### src/rtl/mul_seq_pkg.sv
// Shared types and elaboration helpers for the sequential radix-4 multiplier controller.
// The state enum and width helpers are used by the RTL and the bench.
package mul_seq_pkg;

  typedef enum logic [1:0] {
    IDLE = 2'd0,
    RUN  = 2'd1,
    DONE = 2'd2
  } state_t;

  localparam int DEF_WIDTH = 8;
  localparam int DIGITS    = DEF_WIDTH / 2;
  localparam int CYCLES    = DIGITS * DIGITS;

  function automatic int digits_of(input int width);
    return width / 2;
  endfunction

  // Width of a radix-4 digit index; at least one bit even for tiny operands.
  function automatic int idx_width(input int digits);
    return (digits > 1) ? $clog2(digits) : 1;
  endfunction

  function automatic bit width_ok(input int width);
    return (width >= 4) && ((width % 2) == 0);
  endfunction

endpackage

### src/rtl/mul_seq_ctrl_mul2x2_cell.sv
// Combinational 2-bit x 2-bit unsigned multiplier in explicit gate form.
// Product is at most 9, so four output bits are enough.
module mul2x2_cell (
  input  logic [1:0] a,
  input  logic [1:0] b,
  output logic [3:0] p
);

  logic a0b0;
  logic a1b0;
  logic a0b1;
  logic a1b1;
  logic c1;

  assign a0b0 = a[0] & b[0];
  assign a1b0 = a[1] & b[0];
  assign a0b1 = a[0] & b[1];
  assign a1b1 = a[1] & b[1];

  // Column 1 is a half adder; its carry merges with a1b1 in column 2.
  assign c1   = a1b0 & a0b1;
  assign p[0] = a0b0;
  assign p[1] = a1b0 ^ a0b1;
  assign p[2] = a1b1 ^ c1;
  assign p[3] = a1b1 & c1;

endmodule

### src/rtl/mul_seq_ctrl.sv
// Sequential WIDTH x WIDTH unsigned multiplier: one shared 2x2 cell walks every
// radix-4 digit pair and accumulates shifted partial products.
//
// Handshakes: a transfer happens on a rising edge where valid and ready are both
// high; ready never depends on valid, and once out_valid rises out_p is held
// until the consumer takes it.
module mul_seq_ctrl
  import mul_seq_pkg::*;
#(
  parameter int WIDTH = 8
) (
  input  logic               clk,
  input  logic               reset,
  input  logic               in_valid,
  output logic               in_ready,
  input  logic [WIDTH-1:0]   in_a,
  input  logic [WIDTH-1:0]   in_b,
  output logic               out_valid,
  input  logic               out_ready,
  output logic [2*WIDTH-1:0] out_p,
  output logic               busy,
  output state_t             dbg_state
);

  localparam int DIG = digits_of(WIDTH);
  localparam int IW  = idx_width(DIG);
  localparam int PW  = 2 * WIDTH;

  if (!width_ok(WIDTH)) begin : g_width_check
    $error("mul_seq_ctrl: WIDTH must be even and at least 4");
  end

  state_t          state_q;
  state_t          state_n;
  logic [WIDTH-1:0] a_q;
  logic [WIDTH-1:0] b_q;
  logic [IW-1:0]    i_q;
  logic [IW-1:0]    j_q;
  logic [PW-1:0]    acc_q;
  logic [PW-1:0]    p_q;

  logic [WIDTH-1:0] a_sh;
  logic [WIDTH-1:0] b_sh;
  logic [1:0]       a_dig;
  logic [1:0]       b_dig;
  logic [3:0]       pp;
  logic [IW+1:0]    shamt;
  logic [PW-1:0]    pp_ext;
  logic [PW-1:0]    acc_sum;
  logic             last_step;
  logic             j_wrap;

  // Digit select: shift the operand down by two bits per digit index.
  assign a_sh  = a_q >> {i_q, 1'b0};
  assign b_sh  = b_q >> {j_q, 1'b0};
  assign a_dig = a_sh[1:0];
  assign b_dig = b_sh[1:0];

  mul2x2_cell u_cell (
    .a (a_dig),
    .b (b_dig),
    .p (pp)
  );

  // Partial product weight is 4^(i+j), i.e. a left shift by 2*(i+j).
  assign shamt   = {({1'b0, i_q} + {1'b0, j_q}), 1'b0};
  assign pp_ext  = {{(PW-4){1'b0}}, pp} << shamt;
  assign acc_sum = acc_q + pp_ext;

  assign j_wrap    = (j_q == IW'(DIG - 1));
  assign last_step = (i_q == IW'(DIG - 1)) && j_wrap;

  always_ff @(posedge clk) begin
    if (reset) begin
      state_q <= IDLE;
    end else begin
      state_q <= state_n;
    end
  end

  always_comb begin
    state_n = state_q;
    unique case (state_q)
      IDLE:    if (in_valid)  state_n = RUN;
      RUN:     if (last_step) state_n = DONE;
      DONE:    if (out_ready) state_n = IDLE;
      default: state_n = IDLE;
    endcase
  end

  always_ff @(posedge clk) begin
    if (reset) begin
      a_q   <= '0;
      b_q   <= '0;
      i_q   <= '0;
      j_q   <= '0;
      acc_q <= '0;
      p_q   <= '0;
    end else begin
      unique case (state_q)
        IDLE: begin
          if (in_valid) begin
            a_q   <= in_a;
            b_q   <= in_b;
            i_q   <= '0;
            j_q   <= '0;
            acc_q <= '0;
          end
        end
        RUN: begin
          acc_q <= acc_sum;
          if (last_step) begin
            p_q <= acc_sum;
          end else if (j_wrap) begin
            j_q <= '0;
            i_q <= i_q + 1'b1;
          end else begin
            j_q <= j_q + 1'b1;
          end
        end
        default: ;
      endcase
    end
  end

  assign in_ready  = (state_q == IDLE);
  assign out_valid = (state_q == DONE);
  assign busy      = (state_q == RUN) || (state_q == DONE);
  assign out_p     = p_q;
  assign dbg_state = state_q;

endmodule

### config.mk
export PLATFORM = sky130hd
export DESIGN_NAME = mul_seq_ctrl
export DESIGN_NICKNAME = d
export VERILOG_FILES = /design/src/rtl/mul_seq_pkg.sv /design/src/rtl/mul_seq_ctrl_mul2x2_cell.sv /design/src/rtl/mul_seq_ctrl.sv
export SDC_FILE = /design/constraint.sdc
export NUM_CORES = 1
export LEC_CHECK = 0
export CELL_PAD_IN_SITES_DETAIL_PLACEMENT = 1
export CELL_PAD_IN_SITES_GLOBAL_PLACEMENT = 1
export CORE_MARGIN = 3
export CORE_UTILIZATION = 49
export CTS_BUF_LIST = sky130_fd_sc_hd__clkbuf_2 sky130_fd_sc_hd__clkbuf_4 sky130_fd_sc_hd__clkbuf_8
export DETAILED_ROUTE_END_ITERATION = 10
export DONT_BUFFER_PORTS = 1
export HOLD_SLACK_MARGIN = 0.1
export PLACE_DENSITY_LB_ADDON = 0.15
export SLEW_MARGIN = 20
export SYNTH_ARGS = -nofsm -noshare
export SYNTH_HDL_FRONTEND = slang
export SYNTH_SLANG_ARGS = --single-unit
### constraint.sdc
create_clock -name clk -period 4.1 [get_ports clk]
set_clock_uncertainty 0.05 [all_clocks]
set_input_delay 0.41 -clock clk [delete_from_list [all_inputs] [get_ports clk]]
set_output_delay 0.41 -clock clk [all_outputs]
set_load 0.02 [all_outputs]
======== Word level (Yosys, flattened, before mapping) ========
Cells that the tools add are included.
storage, ports and cells
  register bits after elaboration ......... 54
cells by class
  add/subtract/negate cells ............... 4
  equality and inequality tests ........... 9
  shift operators ......................... 3
  multiplexer cells ....................... 13
  bitwise gates (word level) .............. 8
  reduce and logical (&&, ||, !) cells .... 10
operators with widths
  cell                 number
  $pmux 16 s2          1
  $add 16x16->16       1
  $mux 16              1
  $mux 2               8
  $shl 4x4->16         1
  $shr 8x3->2          2
  $ne 2x2->1 const B   4
  $pmux 2 s2           2
  $and 1x1->1          6
  $eq 2x2->1 const B   3
  $pmux 2 s3           1
  $reduce_and 2->1     3
  $reduce_and 3->1     2
  $add 2x1->2 const B  2
  $reduce_and 4->1     1
  $add 2x2->3          1
  $eq 2x1->1 const B   1
  $logic_not 2->1      1
  $ne 2x1->1 const B   1
  $reduce_bool 2->1    1
  $xor 1x1->1          2
  $logic_and 1x1->1    1
  $logic_or 1x1->1     1

======== Depth between registers and ports, before layout ========
Gate-level depths: netlist of the first run.
  word-level depth ........................ 7
  mapped depth ............................ 15

======== Cells and area by module ========
Synthesis of the first run repeated with hierarchy kept, for this count alone.
second synthesis, totals
  cells, all modules ...................... 408
  area total of the unflattened synthesis .. 3288.2 µm²
modules (own cells, without submodules)
  module        instances  cells an instance  area each (µm²)  sequential area each (µm²)
  mul_seq_ctrl  1          401                3230.6           1081.0
  mul2x2_cell   1          7                  57.6             0.0

======== Worst setup path after synthesis of the first run ========
Ideal clock, no wire load.
  path kind ............................... reg-to-reg
  from .................................... register i_q[0]
  to ...................................... register p_q[14], in the netlist out_p[14]
  setup time .............................. 0.122 ns
  data arrival time ....................... 3.497 ns
  data required time ...................... 3.928 ns
  slack ................................... 0.431 ns
  stages on the path, launching flop included .. 15
  buffers on the path ..................... 0
  clock period less this slack ............ 3.669 ns
  cells stage by stage .................... dfxtp_1 mux4_2 and2_1 ha_1 ha_1 nor2b_1 a31oi_1 nor2_1 ha_1 and2_1 a32oi_2 o21ai_2 a211oi_2 nor4_1 a311o_1
between the ends
  cells in the longest elaborated chain, start to end .. 6
ends and longest elaborated chain
  element                                            RTL line                                                        source
  from (decl)                                        mul_seq_ctrl.sv:37                                              logic [IW-1:0] i_q;
  from (signal assigned)                             mul_seq_ctrl.sv:116                                             i_q <= i_q + 1'b1;
  $shr 8x3->2                                        mul_seq_ctrl.sv:54                                              assign a_sh = a_q >> {i_q, 1'b0};
  $and 1x1->1, on equally long branches              mul_seq_ctrl_mul2x2_cell.sv:16, mul_seq_ctrl_mul2x2_cell.sv:17
  $and 1x1->1                                        mul_seq_ctrl_mul2x2_cell.sv:21                                  assign c1 = a1b0 & a0b1;
  $xor 1x1->1 / $and 1x1->1 (equally long branches)  mul_seq_ctrl_mul2x2_cell.sv:24, mul_seq_ctrl_mul2x2_cell.sv:25
  $shl 4x4->16                                       mul_seq_ctrl.sv:67                                              assign pp_ext = {{(PW-4){1'b0}}, pp} << shamt;
  $add 16x16->16                                     mul_seq_ctrl.sv:68                                              assign acc_sum = acc_q + pp_ext;
  to (signal assigned)                               mul_seq_ctrl.sv:113                                             p_q <= acc_sum;
  to (decl)                                          mul_seq_ctrl.sv:40                                              logic [PW-1:0] p_q;
Parallel ways exist; a longest one is shown, timed or not.
A chain may end at the register's enable or synchronous reset.

======== Worst setup path after layout of the first run ========
  from .................................... register j_q[0]
  to ...................................... register p_q[13], in the netlist out_p[13]
between the ends
  cells in the longest elaborated chain, start to end .. 6
ends and longest elaborated chain
  element                                            RTL line                                                        source
  from (decl)                                        mul_seq_ctrl.sv:38                                              logic [IW-1:0] j_q;
  from (signal assigned)                             mul_seq_ctrl.sv:118                                             j_q <= j_q + 1'b1;
  $shr 8x3->2                                        mul_seq_ctrl.sv:55                                              assign b_sh = b_q >> {j_q, 1'b0};
  $and 1x1->1, on equally long branches              mul_seq_ctrl_mul2x2_cell.sv:16, mul_seq_ctrl_mul2x2_cell.sv:17
  $and 1x1->1                                        mul_seq_ctrl_mul2x2_cell.sv:21
  $xor 1x1->1 / $and 1x1->1 (equally long branches)  mul_seq_ctrl_mul2x2_cell.sv:24, mul_seq_ctrl_mul2x2_cell.sv:25
  $shl 4x4->16                                       mul_seq_ctrl.sv:67
  $add 16x16->16                                     mul_seq_ctrl.sv:68
Parallel ways exist; a longest one is shown, timed or not.

==> metrics.txt, run 1 <==
status=complete, no violations; starting density of the core=between 50% and 60%; Final nets=~430; crit path DAT=4.20 ns; Seq pwr share=around half; number of synthesized register bits=54; DR vias=roughly 2900; post-synthesis sequential area ratio=between 30% and 40%; diode count=0; Worst-Skew Late Latency=0.32 ns; Clock Sink Count=54; post-DR wirelength/cell=just under 20 um; critical path class=register to register; Int Power=0.836 mW; clock network power share=39.8%; Power Density=~320 nW/um^2; hold depth=1; Setup crit start kind=register; syn nets=430; Slowest Stage Delay on Critical Path=between 0.5 and 0.6 ns; Core ar.=between 6000 and 7000 um^2; gr ovfl total=0; Syn Inst Count=about 380; Rel. slew slack=a little over half; antenna-violating nets left=0; Worst R2R Path Depth=15; FFs w/ async S/R, synth=0%; hold endpoint=out_p[5]; All-Layer GR Usage=25.3%; top cell type's share of synthesized area=between 30% and 40%; Static Leak=1.35 nW; worst hold path type=input pin to register; Initial DRC Count=130; top_reg_cell synth=dfxtp_1; reg2reg start=j_q[0]; largest net degree at the start of global routing=36; max-capacitance violation count=0; CP Buf/Inv Count=1; Root Driver=clkbuf_8; CTS H-tree depth=2; peak supply drop=around 190 uV; Rows=28; first-pass GRT wire length=roughly 15 mm; fin crit share=a little over nine tenths; critical path required time=roughly 4.3 ns; Synth cell types=53; CTS Buffer Depth=2; Final GP Congestion=0.963; drt drc=0; sw frac=24.5%; most frequent cells in the layout=nand2_1, dfxtp_1, a21oi_1, nor2_1, ha_1; YS warnings=0; area growth from synthesis to final layout=10.0%; I/O Buffers=0; commonest non-fill, non-tap cell in the layout=nand2_1; met3 usage in global routing=4.13%; global routing usage on met2=roughly 39%; WL final=slightly above 9 mm; CP Capture Type=register; worst-path fanout max=7; Comb pwr share=~10%; vias per cell=approximately 6.2; delay-heaviest family, CP=compound AO/OA/AOI/OAI gates; Slowest cell on crit path=mux4_2; worst reg2reg endpoint=out_p[13]; Least-Margin Pin Slew=0.711 ns; worst setup margin=~0.11 ns; antenna violations before repair=0; Hold Vio Cnt, Final=0; Filler cells=between 700 and 800; hold wc startpoint=reset; die height=85.5 um; Avg Synthesized Cell Area=~8.1 um^2; Max Slew Vio Count=0; pre-CTS setup slack=-0.0357 ns; largest area contributor in the netlist=dfxtp_1; critical path, cell by cell=mux4_2 > and2_1 > ha_1 > ha_1 > nor2b_1 > a31oi_2 > buf_4 > nor2_1 > ha_2 > a21oi_1 > o21ai_0 > a21boi_0 > o211a_1 > or4_1 > nand3_1; IO Pins=between 40 and 50; dpl hpwl=about 6.3 mm; most frequent cell on the critical path=ha_1; share of cells above drive strength 1=around 8.8%; grt peak-use layer=met2; grt met1 use=~37%; Core Util, Final=about 57%; Mapped Area=roughly 3100 um^2; CTS buffer count=5; die width=around 86 um; largest cells by area after synthesis=dfxtp_1, ha_1, nand2_1; DR pass1 iterations=4; TritonCTS clock tree=built; CTS clk-pin slew, worst paths=around 0.1 ns; Post-synth EDFFs=0; full die area=7320 um^2; setup violators final=0; number of global-route vias before repair=between 2000 and 3000; final hold slack=0.113 ns; switching power=0.271 mW; Final min period=~4 ns; FMAX=between 0.2 and 0.3 GHz; R2R setup slack=around 0.11 ns
[worst max-delay path by stage]
stage	startpoint	end	slack, ns	depth (start not counted)
2_1_floorplan	i_q[0]	out_p[14]	0.43	14
3_3_place_gp	j_q[0]	acc_q[10]	0.18	14
3_5_place_dp	j_q[0]	out_p[14]	-0.04	14
4_1_cts	j_q[0]	out_p[14]	0.08	14
5_1_grt	j_q[0]	out_p[13]	-0.04	15
6_report	j_q[0]	out_p[13]	0.11	15
[final cells by class]
cell class              count  area [um^2]  share of cell area, %
multi-input cells         299         1930                   56.5
flip-flops and latches     54         1080                   31.8
repair buffers             13          110                   3.23
well taps                  75         93.8                   2.75
clock buffers               6         82.6                   2.42
clock inverters             2         60.1                   1.76
inverters                  14         52.6                   1.54
[worst register-to-register path, cell delays in order, from the launching register on]
cell and delay (ns):
dfxtp_4 0.40, mux4_2 0.56, and2_1 0.18, ha_1 0.21
ha_1 0.31, nor2b_1 0.15, a31oi_2 0.22, buf_4 0.16
nor2_1 0.04, ha_2 0.40, a21oi_1 0.10, o21ai_0 0.23
a21boi_0 0.18, o211a_1 0.29, or4_1 0.41, nand3_1 0.08
[power by group through the flow]
stage	logic (mW)	clock network, mW	registers, mW
global placement	0.0990	0	0.564
finish	0.114	0.441	0.552
CTS	0.112	0.453	0.552
floorplan	0.0862	0	0.560
global route	0.129	0.475	0.554
detailed placement	0.102	0	0.564
[synth_stat cells (all sizes together) (7+ instances only)]
| library cell | instances |
|---|---|
| ha | 24 |
| xor2 | 7 |
| o21ai | 18 |
| inv | 14 |
| clkbuf | 11 |
| xnor2 | 7 |
| dfxtp | 54 |
| nand2 | 72 |
| a31oi | 8 |
| nand3 | 10 |
| nor2 | 31 |
| a21oi | 45 |
[kinds of logic (layout without fill, tap and decap cells)]
family | after synthesis | in the layout | share of synthesized area, %
adder cells (fa/ha/maj) | 26 | 26 | 11.0
buffers and inverters | 31 | 35 | 3.92
AND/OR/NAND/NOR | 147 | 147 | 21.2
XOR/XNOR | 14 | 14 | 3.96
AO/OA/AOI/OAI | 107 | 107 | 21.8
flip-flops | 54 | 54 | 34.9
multiplexers | 5 | 5 | 3.23
[repair_timing]
item                                    CTS  global route
endpoints found under the setup margin    1            11
hold endpoints to repair                  3             9
pin swaps                                 0             3
resized for setup                         2             7
buffers inserted                          0             3
hold buffers                              4             1
gates cloned                              0             0
[sequential cells by signal (all words and copies together) (netlist names)]
| register | cells |
|---|---|
| i_q | 2 |
| b_q | 8 |
| dbg_state | 2 |
| a_q | 8 |
| acc_q | 16 |
| j_q | 2 |
| out_p | 16 |
[through the flow]
stage | total power, mW | cells | setup TNS, ns | area (um^2)
2_1_floorplan | 0.646 | 384 | 0 | 3100
3_3_place_gp | 0.663 | 447 | 0 | 3160
3_5_place_dp | 0.667 | 447 | -0.0357 | 3160
4_1_cts | 1.12 | 459 | 0 | 3350
5_1_grt | 1.16 | 463 | -0.0393 | 3410
6_report | 1.11 | 463 | 0 | 3410
[routing by layer]
metal  routed length [um]  part of all wire, %  up-vias
met3                  530                  5.8       20
met2                 4050                   44       91
met1                 4380                   48     1392
li1                     -                    -     1360
met5                    0                    0        -
met4                  144                  1.6        0
Note: power is estimated with default switching activity, not from simulation.
==> run 2, diff against run 1 <==
Settings changed: CORE_UTILIZATION 49 to 42, DONT_BUFFER_PORTS 1 to not set, RECOVER_POWER set to 50, REMOVE_ABC_BUFFERS set to 1.
==> run 2 against run 1 <==
  * Sequential power about the same
  * First-iteration DRC count decreased by 25%
  * Flip-flop and latch count unchanged
  * Routed wire length decreased by 6.6%
  * Final area increased by 9.2%
  * Critical path depth decreased by 1
  * Via count increased by 0.10%
  * Total power decreased by 8.4%
  * Non-clock buffer count increased by 35
  * Worst hold slack improved by 0.30 ns
  * Cell count increased by 12%
  * Core utilization decreased by 3.2 points
  * Largest cell class unchanged
  * Largest power group unchanged
==> metrics.txt, run 2 (synthesis gave the netlist of run 1 again) <==
number of global-route vias before repair=2840 (-1.9%); drt drc=0 (unchanged); Slowest cell on crit path=mux4_2; Least-Margin Pin Slew=0.806 ns (+0.0952 ns); Power Density=272 nW/um^2 (-16%); peak supply drop=148 uV (-23%); setup violators final=0 (unchanged); Initial DRC Count=98 (-25%); status=complete, no violations; Setup crit start kind=register; antenna violations before repair=0 (unchanged); full die area=8450 um^2 (+15%); first-pass GRT wire length=14.2 mm (-2.5%); Rows=30 (+7.1%); All-Layer GR Usage=20.8% (-4.6 points); Hold Vio Cnt, Final=0 (unchanged); IO Pins=41 (unchanged); CP Buf/Inv Count=0 (-1); FMAX=0.257 GHz (+2.3%); CTS Buffer Depth=2 (unchanged); Rel. slew slack=46.2% (-6.2 points); antenna-violating nets left=0 (unchanged); worst setup margin=0.202 ns (+0.0882 ns); TritonCTS clock tree=built; commonest non-fill, non-tap cell in the layout=nand2_1; starting density of the core=44.4% (-7.0 points); diode count=0 (unchanged); worst hold path type=register to register; die height=91.9 um (+7.4%); Static Leak=1.52 nW (+13%); Total Power=1.01 mW (-8.4%); crit path DAT=4.06 ns (-0.14 ns); WL final=8.49 mm (-6.6%); critical path class=register to register; Filler cells=883 (+19%); pre-CTS setup slack=-0.0258 ns (+0.00994 ns); max-capacitance violation count=0 (unchanged); Final min period=3.90 ns (-0.0882 ns); area growth from synthesis to final layout=20.2%; die width=91.9 um (+7.4%); fin crit share=95.1% (-2.2 points); Max Slew Vio Count=0 (unchanged); post-DR wirelength/cell=16.4 um (-17%); largest net degree at the start of global routing=33 (-8.3%); CTS buffer count=5 (unchanged); R2R setup slack=0.20 ns (+0.09 ns); I/O Buffers=40 (+40); critical path required time=4.27 ns (-0.04 ns); Final GP Congestion=0.878 (-8.8%); most frequent cell on the critical path=ha_1; CP Capture Type=register; Clock Sink Count=54 (unchanged); dpl hpwl=6.44 mm (+1.5%); Worst-Skew Late Latency=0.32 ns (about the same); delay-heaviest family, CP=compound AO/OA/AOI/OAI gates; worst-path fanout max=6 (-1); hold buffers post-CTS=0 (-4); Slowest Stage Delay on Critical Path=0.56 ns (about the same); vias per cell=5.52 (-11%); most frequent cells in the layout=nand2_1, dfxtp_1, a21oi_1, nor2_1, ha_1; Root Driver=clkbuf_8; DR pass1 iterations=4 (unchanged); CTS H-tree depth=2 (unchanged); CTS clk-pin slew, worst paths=0.11 ns (about the same); Core ar.=6980 um^2 (+16%); share of cells above drive strength 1=7.09% (-1.7 points); Final nets=468 (+8.1%); gr ovfl total=0 (unchanged); critical path, cell by cell=mux4_2 > and2_1 > ha_1 > ha_1 > nor2b_1 > a31oi_2 > nor2_1 > ha_1 > and2_1 > a32oi_2 > o21ai_2 > a211oi_2 > nor4_1 > a311o_1; DR vias=2866 (+0.10%)
## run 2: layout make-up
cell class              count  area (um^2)  share of cell area [%]
clock inverters             2         17.5                   0.470
flip-flops and latches     54         1080                    29.1
well taps                  96          120                    3.22
multi-input cells         299         1920                    51.4
repair buffers             48          460                    12.4
inverters                  14         52.6                    1.41
clock buffers               6         76.3                    2.05
## run 2: tightest hold or removal path, cell delays in order (launching register included)
cell     delay [ns]
dfxtp_1        0.32
nand2_1        0.05
a21oi_1        0.05
## run 2: path summary, 6_finish.rpt
path,startpoint,endpoint,cells past startpoint
max reg2reg,j_q[0],out_p[14],14
max,j_q[0],out_p[14],14
min,out_p[5],out_p[5],2
min reg2reg,out_p[5],out_p[5],2
## run 2: stage by stage
stage	setup TNS [ns]	area, um^2	utilization (%)	std cells	hold slack [ns]
5_1_grt	-0.0187	3720	53.4	519	0.434
6_report	0	3720	53.4	519	0.410
2_1_floorplan	0	3030	-	367	0.377
3_5_place_dp	-0.0258	3600	51.6	510	0.402
4_1_cts	0	3710	53.1	518	0.416
3_3_place_gp	0	3600	51.6	510	0.393
## run 2: power breakdown
part / total (mW) / internal [mW] / leakage (nW) / switching [mW]
clock network: 0.325 / 0.131 / 0.0492 / 0.193
logic: 0.141 / 0.0560 / 1.03 / 0.0847
registers: 0.549 / 0.539 / 0.438 / 0.00964
total: 1.01 / 0.727 / 1.52 / 0.288
## run 2: metal layers
| metal | vias to the layer above | GRT usage [%] | part of all wire (%) |
|---|---|---|---|
| li1 | 1432 | - | - |
| met1 | 1380 | 29.5 | 49 |
| met3 | 7 | 2.63 | 3.1 |
| met5 | - | 0 | 0 |
| met2 | 47 | 33.9 | 47 |
| met4 | 0 | 4.08 | 0.85 |
## run 2: repair_timing
item	CTS	global route
setup buffers	0	1
pin swaps	0	2
gates resized for setup	2	2
gates cloned	0	0
endpoints found under the setup margin	2	11
==> run 3, diff against run 2 <==
Settings changed: PLACE_DENSITY_LB_ADDON 0.15 to 0.1, SETUP_SLACK_MARGIN set to 0.2.
==> run 3 against run 2 <==
  * Sequential power about the same
  * Cell count unchanged
  * First-iteration DRC count decreased by 12%
  * Combinational power increased by 4%
  * Non-clock buffer count unchanged
  * Routed wire length increased by 7.4%
  * Via count increased by 1.4%
  * Register-to-register slack improved by 0.06 ns
  * Worst hold slack got worse by 0.0014 ns
  * Total power increased by 0.45%
  * Core utilization increased by 1.7 points
  * Global-route usage increased by 0.80 points
==> metrics.txt, run 3 (synthesis gave the netlist of run 1 again) <==
final cell count without fillers=519 (unchanged); met2 WL=4.29 mm (+8.3%); unrepaired setup endpoints after global routing=true; Rows=30 (unchanged); hold buffers post-CTS=0 (unchanged); WL final=9.13 mm (+7.4%); met1 WL=4.45 mm (+6.1%); largest net degree at the start of global routing=26 (-21%); number of global-route vias before repair=2937 (+3.4%); CP Capture Type=register; Worst R2R Path Depth=13 (-1); Rel. slew slack=46.8% (+0.56 points); die height=91.9 um (unchanged); peak supply drop=144 uV (-2.7%); IO Pins=41 (unchanged); max layer used=met4; first-pass GRT wire length=14.7 mm (+3.4%); CTS Buffer Depth=2 (unchanged); Setup TNS=0 ns (unchanged); DR pass1 iterations=4 (unchanged); Final nets=468 (unchanged); DR vias=2907 (+1.4%); setup violators final=0 (unchanged); antenna-violating nets left=0 (unchanged); FMAX=0.261 GHz (+1.6%); CTS H-tree depth=2 (unchanged); Root Driver=clkbuf_8; TritonCTS clock tree=built; die width=91.9 um (unchanged); post-DR wirelength/cell=17.6 um (+7.4%); Final min period=3.84 ns (-0.0619 ns); worst hold path type=register to register; gr ovfl total=0 (unchanged); crit path from=j_q[0]; I/O Buffers=40 (unchanged); hold depth=2 (unchanged); worst-path fanout max=6 (unchanged); Worst-Skew Late Latency=0.32 ns (about the same); met3 WL=238 um (-11%); Least-Margin Pin Slew=0.798 ns (-0.00838 ns); fin crit share=93.6% (-1.5 points); placed cell areas=3600 um^2 (unchanged); area growth from synthesis to final layout=24.1%; Max Slew Vio Count=0 (unchanged); antenna violations before repair=0 (unchanged); Initial DRC Count=86 (-12%); hold wc startpoint=out_p[5]; Hold Vio Cnt, Final=0 (unchanged); diode count=0 (unchanged); critical path required time=4.32 ns (+0.05 ns); Power Density=265 nW/um^2 (-2.7%); Cells after DPL=510 (unchanged); share of cells above drive strength 1=10.4% (+3.3 points); commonest non-fill, non-tap cell in the layout=nand2_1; vias per cell=5.60 (+1.4%); CTS clk-pin slew, worst paths=0.11 ns (about the same); Setup crit start kind=register; reg2reg start=j_q[0]; critical path class=register to register; max-capacitance violation count=0 (unchanged); most frequent cells in the layout=nand2_1, dfxtp_1, a21oi_1, nor2_1; Clock Sink Count=54 (unchanged); full die area=8450 um^2 (unchanged); All-Layer GR Usage=21.6% (+0.80 points); Core ar.=6980 um^2 (unchanged); Final GP Congestion=0.894 (+1.8%); Finished Cell Area=3850 um^2 (+3.3%); CTS buffer count=5 (unchanged); Static Leak=1.52 nW (about the same); status=complete, no violations; dpl hpwl=6.63 mm (+3.0%); crit path DAT=4.05 ns (about the same); starting density of the core=44.4% (unchanged); drt drc=0 (unchanged); Total Power=1.02 mW (+0.45%)
==> run 3: critical path, stage by stage, from the launching register on <==
cell	delay (ns)
dfxtp_4	0.40
mux4_2	0.56
and2_1	0.18
ha_1	0.20
ha_1	0.34
a31oi_2	0.25
nor2b_1	0.10
ha_1	0.42
o211ai_1	0.16
o21ai_1	0.29
nand4_1	0.18
o211a_1	0.20
or4_1	0.41
nand3_1	0.07
==> run 3: area by class of cell <==
cell class	count	area, um^2
Sequential cell	54	1090
Clock inverter	3	25.0
Inverter	14	52.6
Fill cell	854	3140
Clock buffer	5	68.8
Tap cell	96	120
Multi-Input combinational cell	299	2030
Timing Repair Buffer	48	460
==> run 3: worst paths after layout <==
check                                  to  slack [ns]
worst min register to register   out_p[5]        0.41
worst max-delay path            out_p[13]        0.26
worst min-delay path             out_p[5]        0.41
worst max register to register  out_p[13]        0.26
==> run 3: through the flow <==
stage	worst slack (ns)	util, %	hold WS (ns)
after global placement	0.110	51.6	0.394
after CTS	0.213	53.4	0.416
after detailed placement	-0.0583	51.6	0.400
after floorplan	0.416	-	0.377
after global routing	0.137	55.1	0.430
final	0.264	55.1	0.408
==> run 3: power by group <==
part / internal, mW / total, mW / switching (mW)
logic: 0.0576 / 0.147 / 0.0891
clock network: 0.124 / 0.323 / 0.199
registers: 0.539 / 0.549 / 0.0100
==> run 3: metal layers <==
metal / global-route usage, % / vias to the layer above
met4: 5.45 / 0
met2: 35.9 / 44
met3: 3.12 / 12
met5: 0 / -
li1: - / 1427
met1: 29.3 / 1424
==> run 3: repair_timing <==
action,CTS,global route
setup endpoints to repair,14,17
buffers inserted,1,0
resized for setup,4,22
pin swaps,2,2
